--- config.mk ---
export PLATFORM = sky130hd
export DESIGN_NAME = mem_arbiter
export DESIGN_NICKNAME = d
export VERILOG_FILES = /design/src/rtl/mem_arbiter.sv
export SDC_FILE = /design/constraint.sdc
export NUM_CORES = 1
export LEC_CHECK = 0
export ABC_AREA = 1
export BUFFER_PORTS_ARGS = -buffer_cell sky130_fd_sc_hd__buf_2
export CAP_MARGIN = 20
export CELL_PAD_IN_SITES_DETAIL_PLACEMENT = 0
export CELL_PAD_IN_SITES_GLOBAL_PLACEMENT = 2
export CORE_ASPECT_RATIO = 1.75
export CORE_MARGIN = 2
export CORE_UTILIZATION = 21
export DETAILED_ROUTE_END_ITERATION = 12
export GPL_TIMING_DRIVEN = 0
export PLACE_DENSITY_LB_ADDON = 0.1
export SETUP_SLACK_MARGIN = 0.1
export SLEW_MARGIN = 5
export SYNTH_ARGS = -nofsm -noshare
export SYNTH_HDL_FRONTEND = slang
export SYNTH_SLANG_ARGS = --single-unit
--- constraint.sdc ---
create_clock -name clock -period 13.5 [get_ports clock]
set_input_delay 2.7 -clock clock [delete_from_list [all_inputs] [get_ports clock]]
set_output_delay 2.7 -clock clock [all_outputs]
set_load 0.01 [all_outputs]
--- src/rtl/mem_arbiter.sv ---
// Two-port (icache/dcache) memory arbiter with tag-tracked load returns.
// The dcache has priority, and a starvation counter hands a waiting icache the bus.
module mem_arbiter #(
  parameter int STARVE_LIMIT = 4,
  parameter int TAG_W        = 4,
  parameter int XLEN         = 32
) (
  input  logic              clock,
  input  logic              reset,
  input  logic              i_icache_req_valid,
  input  logic [XLEN-1:0]   i_icache_req_addr,
  input  logic [1:0]        i_dcache_req_cmd,
  input  logic [XLEN-1:0]   i_dcache_req_addr,
  input  logic [63:0]       i_dcache_req_data,
  input  logic [TAG_W-1:0]  i_mem2proc_response,
  input  logic [63:0]       i_mem2proc_data,
  input  logic [TAG_W-1:0]  i_mem2proc_tag,
  output logic [1:0]        o_proc2mem_command,
  output logic [XLEN-1:0]   o_proc2mem_addr,
  output logic [63:0]       o_proc2mem_data,
  output logic              o_icache_grant,
  output logic              o_dcache_grant,
  output logic              o_icache_resp_valid,
  output logic [63:0]       o_icache_resp_data,
  output logic              o_dcache_resp_valid,
  output logic [63:0]       o_dcache_resp_data,
  output logic [TAG_W:0]    o_icache_outstanding,
  output logic [TAG_W:0]    o_dcache_outstanding,
  output logic              o_err_unexpected_tag
);

  localparam logic [1:0] BUS_NONE = 2'd0;
  localparam logic [1:0] BUS_LOAD = 2'd1;
  localparam int         NTAG     = 1 << TAG_W;
  localparam int         SW       = (STARVE_LIMIT < 8) ? 3 : $clog2(STARVE_LIMIT + 1);
  localparam logic [SW-1:0]  STARVE_MAX = SW'(STARVE_LIMIT);
  localparam logic [SW-1:0]  STARVE_ONE = SW'(1);
  localparam logic [TAG_W:0] CNT_ONE    = (TAG_W + 1)'(1);

  logic [SW-1:0]    r_starve_cnt;
  logic [NTAG-1:0]  r_valid;
  logic [NTAG-1:0]  r_owner;   // 0 = icache, 1 = dcache
  logic [TAG_W:0]   r_ic_cnt;
  logic [TAG_W:0]   r_dc_cnt;

  logic [SW-1:0]    w_starve_eff;
  logic [SW-1:0]    w_starve_next;
  logic [NTAG-1:0]  w_valid_eff;
  logic [NTAG-1:0]  w_valid_next;
  logic [NTAG-1:0]  w_owner_next;
  logic [TAG_W:0]   w_ic_cnt_next;
  logic [TAG_W:0]   w_dc_cnt_next;
  logic             w_dc_req;
  logic             w_ic_wins;
  logic             w_dc_wins;
  logic             w_accepted;
  logic             w_load_grant;
  logic             w_ret_live;
  logic             w_ret_hit;

  // While reset is held, everything combinational already sees the cleared state.
  assign w_valid_eff  = reset ? '0 : r_valid;
  assign w_starve_eff = reset ? '0 : r_starve_cnt;

  assign w_dc_req   = (i_dcache_req_cmd != BUS_NONE);
  assign w_ic_wins  = i_icache_req_valid && (!w_dc_req || (w_starve_eff >= STARVE_MAX));
  assign w_dc_wins  = w_dc_req && !w_ic_wins;
  assign w_accepted = (i_mem2proc_response != '0);

  assign o_icache_grant = w_ic_wins && w_accepted;
  assign o_dcache_grant = w_dc_wins && w_accepted;

  always_comb begin
    o_proc2mem_command = BUS_NONE;
    o_proc2mem_addr    = '0;
    o_proc2mem_data    = '0;
    if (w_ic_wins) begin
      o_proc2mem_command = BUS_LOAD;
      o_proc2mem_addr    = i_icache_req_addr;
    end else if (w_dc_wins) begin
      o_proc2mem_command = i_dcache_req_cmd;
      o_proc2mem_addr    = i_dcache_req_addr;
      o_proc2mem_data    = i_dcache_req_data;
    end
  end

  assign w_load_grant = o_icache_grant || (o_dcache_grant && (i_dcache_req_cmd == BUS_LOAD));

  assign w_ret_live = (i_mem2proc_tag != '0);
  assign w_ret_hit  = w_ret_live && w_valid_eff[i_mem2proc_tag];

  assign o_icache_resp_valid  = w_ret_hit && !r_owner[i_mem2proc_tag];
  assign o_dcache_resp_valid  = w_ret_hit &&  r_owner[i_mem2proc_tag];
  assign o_icache_resp_data   = i_mem2proc_data;
  assign o_dcache_resp_data   = i_mem2proc_data;
  assign o_err_unexpected_tag = w_ret_live && !w_valid_eff[i_mem2proc_tag];

  // Retire before allocate, so a tag returned and reissued in one cycle ends up live.
  always_comb begin
    w_valid_next = w_valid_eff;
    w_owner_next = r_owner;
    if (w_ret_hit) begin
      w_valid_next[i_mem2proc_tag] = 1'b0;
    end
    if (w_load_grant) begin
      w_valid_next[i_mem2proc_response] = 1'b1;
      w_owner_next[i_mem2proc_response] = w_dc_wins;
    end
  end

  // Counts are taken from the next table so overwritten entries stay consistent.
  always_comb begin
    w_ic_cnt_next = '0;
    w_dc_cnt_next = '0;
    for (int k = 0; k < NTAG; k++) begin
      if (w_valid_next[k]) begin
        if (w_owner_next[k]) begin
          w_dc_cnt_next = w_dc_cnt_next + CNT_ONE;
        end else begin
          w_ic_cnt_next = w_ic_cnt_next + CNT_ONE;
        end
      end
    end
  end

  always_comb begin
    w_starve_next = '0;
    if (i_icache_req_valid && !o_icache_grant) begin
      w_starve_next = (w_starve_eff >= STARVE_MAX) ? STARVE_MAX : (w_starve_eff + STARVE_ONE);
    end
  end

  always_ff @(posedge clock) begin
    if (reset) begin
      r_starve_cnt <= '0;
      r_valid      <= '0;
      r_owner      <= '0;
      r_ic_cnt     <= '0;
      r_dc_cnt     <= '0;
    end else begin
      r_starve_cnt <= w_starve_next;
      r_valid      <= w_valid_next;
      r_owner      <= w_owner_next;
      r_ic_cnt     <= w_ic_cnt_next;
      r_dc_cnt     <= w_dc_cnt_next;
    end
  end

  assign o_icache_outstanding = reset ? '0 : r_ic_cnt;
  assign o_dcache_outstanding = reset ? '0 : r_dc_cnt;

endmodule

==> results by group, run 1 <==
Layout
  – Most common cell after layout, fill and taps aside: buf_2
  – Nets: 2094
  – Area grow syn2layout: 33.0%
  – Final core occ: between 20 and 30%
  – Most frequent cells in the layout: buf_2 (383), nand2_1 (332), inv_1 (292)
  – Share of layout cells above drive strength 1: around a third

Clock network
  – Clk buf depth: 2
  – CTS Sinks: 45
  – Clk Tree Root Cell: clkbuf_16
  – Hold-fix buffers, CTS: 0
  – Worst-Skew Late Latency: 0.30 ns
  – Clk slew on worst S/H paths: approximately 0.070 ns
  – H-tree depth: 2
  – CTS tree: yes
  – Total CTS buffers: 5
  – Post-CTS setup buffers: 0
  – Resize count post-CTS: 0

Route
  – Wire per inst: ~13 um
  – Antenna Nets Post-Route: 0
  – Vias: around 9500
  – First DRT Iteration DRCs: roughly 250
  – Vias per Instance: 4.05
  – Detailed-router iteration count before antenna repair: 4
  – DRC Markers: 0
  – Final WL: between 20000 and 30000 um

Critical path
  – CP top delay family: simple AND/OR/NAND/NOR gates
  – Crit start category: input port
  – Worst path max stage delay: between 0.4 and 0.5 ns
  – WP buf/inv: 13
  – FF-to-FF path depth: 62
  – Crit. End Element: flip-flop
  – Setup CP Type: in -> reg
  – Critical path peak fanout: 8
  – Worst Path Arrival: around 12 ns
  – CP required: about 14 ns
  – Worst reg2reg endpoint: r_dc_cnt[4]
  – R2R Path Start: r_starve_cnt[2]
  – CP dominant cell by count: nand2_1
  – R2R Setup Slk: approximately 4.3 ns
  – Critical path's slowest cell: o21ai_0

Timing
  – Final hold slack: around 0.42 ns
  – Setup TNS: 0 ns
  – Max-slew violations: 0
  – Clock skew: 0.00346 ns
  – Final hold vios: 0
  – Fin crit share: between 80% and 90%
  – Fin crit period: around 12 ns
  – Max transition margin: between 40% and 50%
  – Max Fclk: roughly 87 MHz
  – Worst-margin pin slew: ~0.8 ns
  – Unrepaired setup endpoints after global routing: false
  – Setup violations, final: 0
  – Setup ws final: ~2.0 ns

Place
  – RD Place Congestion: roughly 0.84
  – HPWL after DPL: 26500 um
  – Number of buffers inserted by port buffering: about 380
  – Pre-CTS setup slack: between 1.5 and 2 ns

Power
  – Leak: around 6.7 nW
  – Pwr Total: a little under 0.5 mW
  – IR drop worst, VDD: 0.0373 mV
  – PwrDens: around 46 nW/um^2

Synth
  – Synthesized netlist net count: between 1500 and 2000
  – Synth Register Bits: 45
  – Most area-hungry cell type in the Yosys netlist: nand2_1
  – Post-synth EDFFs: 0
  – Synth warnings: 0
  – Syn Area/Cell: about 5.5 sq um
  – Top cells by area, synth: nand2_1 (15%), inv_1 (14%), buf_4 (12%), dfxtp_1 (11%), nand3_1 (10%)
  – Async set-reset flop share out of synthesis: 0%
  – Mapped Area: between 8000 and 9000 sq um
  – Yosys top cell area share: approximately 15%
  – Post-Syn Instances: between 1000 and 1500
  – Netlist cell types: 44
  – Sequential share of the synthesized area: between 10 and 15%
  – Ys flop type: dfxtp_1

Die
  – Die H: about 260 um
  – I/O pin count: around 450
  – Starting Density: between 20% and 30%
  – Rows: 94
  – Die X-Extent: 152 um
  – Core area: 37800 sq um
  – Total Die Area: 40000 sq um

Global route
  – Vias in the first global route: approximately 9500
  – Grt ovf: 0
  – Largest net degree at the start of global routing: 16
  – First-pass GRT wire length: 46800 um
  – Total track usage: between 10% and 20%
  – Initial antenna violation count: 5

Outcome
  – Status: completed

Job
  – Max-Cap Viols: 0

Hold path
  – Hold Path Class: reg -> reg
  – Hold wc startpoint: r_starve_cnt[0]
  – Hold endpoint: r_starve_cnt[0]
  – Hold depth: 1
[how the worst max path moves through the flow]
| stage | depth (start not counted) | slack (ns) | endpoint | start |
|---|---|---|---|---|
| after global placement | 64 | 1.51 | r_dc_cnt[4] | i_dcache_req_cmd[0] |
| after global routing | 64 | 1.03 | r_dc_cnt[4] | i_dcache_req_cmd[0] |
| final | 64 | 1.99 | r_dc_cnt[4] | i_dcache_req_cmd[0] |
| after detailed placement | 64 | 1.56 | r_dc_cnt[4] | i_dcache_req_cmd[0] |
| after floorplan | 64 | 2.97 | r_dc_cnt[4] | reset |
| after CTS | 64 | 1.86 | r_dc_cnt[4] | i_dcache_req_cmd[0] |
[layout make-up]
type,instances,area (sq um)
tap,480,601
antenna,4,10.0
buffer,153,1070
sequential,45,901
clock buffer,5,125
clock inverter,3,21.3
inverter,300,1130
timing repair buffer,379,1900
fill,4347,27000
multi-input combinational,975,4950
[cells by family (layout without fill, tap and decap cells)]
group	count (synthesis)	after routing	share of synthesized area, %
XOR/XNOR	4	4	0.435
AND/OR/NAND/NOR	830	830	47.0
adder cells (fa/ha/maj)	30	30	4.66
buffers and inverters	453	840	27.4
AO/OA/AOI/OAI	111	111	9.31
other	0	4	0
flip-flops	45	45	11.2
[stage by stage]
stage | instances | instance area, sq um
detailed placement | 2332 | 10600
CTS | 2340 | 10700
finish | 2344 | 10700
global route | 2344 | 10700
global placement | 2332 | 10600
floorplan | 1473 | 8050
[metal layers]
layer,up-vias,global-route usage [%],share of wire [%]
li1,5185,-,-
met1,3961,13.7,36
met2,325,30.3,56
met3,31,1.65,5.0
met4,0,5.51,3.2
met5,-,0,0
[cell usage after synthesis, drive strengths merged, types with 2 or more instances]
master  instances
a21oi          28
dfxtp          45
o21ai          32
ha             30
xnor2           3
o22ai           4
nor2          224
inv           299
nand4           6
nand2         381
nand3         187
o31ai           2
clkbuf         16
a221oi          4
o21a            2
buf           137
nor3            6
a22o           35
or2            10
nand3b         11
and2            4
[registers in the layout, summed over array words and instances (netlist names)]
signal	count
r_dc_cnt	5
r_ic_cnt	5
r_valid	16
r_starve_cnt	3
r_owner	16
[report_power, final]
group          switching [mW]  total [mW]  leakage, nW  internal (mW)
sequential            0.00114       0.136        0.364          0.135
clock                  0.0624       0.132       0.0702         0.0692
combinational           0.122       0.221         6.23         0.0994
total                   0.185       0.489         6.66          0.304
(Power assumes the default switching activity.)
==> run 2, diff against run 1 <==
- CTS_BUF_LIST: unset -> sky130_fd_sc_hd__clkbuf_4 sky130_fd_sc_hd__clkbuf_8
==> results by group, run 2 (synthesized netlist as in run 1, its figures left out) <==
Power
  – Net switching power figure: about 0.18 mW
  – PwrDens: 42.6 nW/um^2
  – Cell Int Power: roughly 0.27 mW
  – Register share of total power: a little under a third
  – Clk network pwr share: between 20% and 30%
  – Sw Ratio: between 40% and 50%
  – Comb pwr share: approximately half
  – Pwr Total: roughly 0.45 mW
  – Leak: 6.64 nW
  – IR drop worst, VDD: between 0.02 and 0.03 mV

Clock network
  – Clk slew on worst S/H paths: roughly 0.1 ns
  – Clk buf depth: 2
  – CTS Sinks: 45
  – Hold-fix buffers, CTS: 0
  – Resize count post-CTS: 0
  – Post-CTS setup buffers: 0
  – Worst-Skew Late Latency: between 0.3 and 0.4 ns
  – Clk Tree Root Cell: clkbuf_8
  – Total CTS buffers: 5
  – H-tree depth: 2
  – CTS tree: yes

Layout
  – Top flop regs: r_owner x16, r_valid x16
  – Nets: 2094
  – Area grow syn2layout: 32.3%
  – Share of layout cells above drive strength 1: approximately 34%
  – Most common cell after layout, fill and taps aside: buf_2
  – Most frequent cells in the layout: buf_2 (383), nand2_1 (332), inv_1 (292)
  – Post-route cell area: 10700 sq um

Timing
  – Max Fclk: between 80 and 90 MHz
  – Setup violations, final: 0
  – Max-slew violations: 0
  – Final hold slack: 0.423 ns
  – Unrepaired setup endpoints after global routing: false
  – Worst-margin pin slew: between 0.8 and 0.9 ns
  – Setup TNS: 0 ns
  – Clock skew: between 0.007 and 0.008 ns
  – Setup ws final: approximately 2 ns
  – Fin crit share: between 80% and 90%
  – Fin crit period: around 11 ns
  – Max transition margin: a little under half
  – Final hold vios: 0

Critical path
  – Worst path max stage delay: 0.49 ns
  – Worst reg2reg endpoint: r_dc_cnt[4]
  – Critical path's slowest cell: o21ai_0
  – CP dominant cell by count: nand2_1
  – Setup CP Type: in -> reg
  – CP required: approximately 14 ns
  – R2R Setup Slk: about 4.3 ns
  – Crit. End Element: flip-flop
  – Critical path peak fanout: 8
  – R2R Path Start: r_starve_cnt[2]
  – Worst Path Arrival: between 10 and 15 ns
  – FF-to-FF path depth: 62
  – Crit start category: input port

Place
  – RD Place Congestion: 0.836
  – Number of buffers inserted by port buffering: between 300 and 400
  – Pre-CTS setup slack: ~1.6 ns
  – DP Area: 10600 sq um
  – HPWL after DPL: 26500 um

Hold path
  – Hold depth: 1
  – Hold wc startpoint: r_starve_cnt[0]
  – Hold endpoint: r_starve_cnt[0]
  – Hold Path Class: reg -> reg

Global route
  – Grt ovf: 0
  – Largest net degree at the start of global routing: 16
  – Vias in the first global route: about 9500
  – Initial antenna violation count: 6
  – Total track usage: between 10% and 20%
  – First-pass GRT wire length: about 47000 um

Route
  – Wire per inst: between 10 and 15 um
  – Final WL: roughly 30000 um
  – Detailed-router iteration count before antenna repair: 4
  – First DRT Iteration DRCs: ~260
  – Vias per Instance: about 4.1
  – Vias: 9527
  – Antenna Nets Post-Route: 0
  – DRC Markers: 0

Die
  – Core area: 37800 sq um
  – Rows: 94
  – Total Die Area: roughly 40000 sq um
  – Die X-Extent: ~150 um
  – Die H: 263 um
  – I/O pin count: 446
  – Starting Density: around a fifth

Outcome
  – Status: completed

Job
  – Max-Cap Viols: 0
==> run 2: how the worst max path moves through the flow <==
stage	slack, ns	end	from
after floorplan	2.97	r_dc_cnt[4]	reset
after global placement	1.51	r_dc_cnt[4]	i_dcache_req_cmd[0]
after detailed placement	1.56	r_dc_cnt[4]	i_dcache_req_cmd[0]
after CTS	1.90	r_dc_cnt[4]	i_dcache_req_cmd[0]
after global routing	1.07	r_dc_cnt[4]	i_dcache_req_cmd[0]
final	2.04	r_dc_cnt[4]	i_dcache_req_cmd[0]
==> run 2: cell type report <==
cell class / instances / area (sq um)
diodes: 5 / 12.5
plain buffers: 153 / 1070
clock buffers: 5 / 68.8
clock inverters: 3 / 21.3
fillers: 4353 / 27100
inverters: 300 / 1130
multi-input cells: 975 / 4950
flip-flops and latches: 45 / 901
well taps: 480 / 601
repair buffers: 379 / 1900
==> run 2: per-stage QoR <==
| step | std cells | utilization [%] |
|---|---|---|
| floorplan | 1473 | - |
| global placement | 2332 | 27.9 |
| detailed placement | 2332 | 27.9 |
| CTS | 2340 | 28.2 |
| global route | 2345 | 28.2 |
| finish | 2345 | 28.2 |
==> run 2: worst max-delay path: cells and delay by family <==
kind            cells  cell delay, ns
simple gates       35            3.85
fa+ha+maj          10            2.67
compound gates      6            1.54
buf+inv            13            0.90
==> run 2: layer usage <==
layer	share of wire (%)	wire [um]	global-route usage (%)
met2	56	16700	30.3
met4	3.1	929	5.51
met5	0	0	0
met1	35	10500	13.7
met3	5.2	1540	1.65
==> run 2: power by group through the flow <==
stage	combinational, mW	clock (mW)	sequential (mW)
final	0.221	0.0959	0.136
after global routing	0.246	0.105	0.137
after CTS	0.226	0.103	0.136
after detailed placement	0.225	0	0.139
after global placement	0.226	0	0.139
after floorplan	0.136	0	0.139
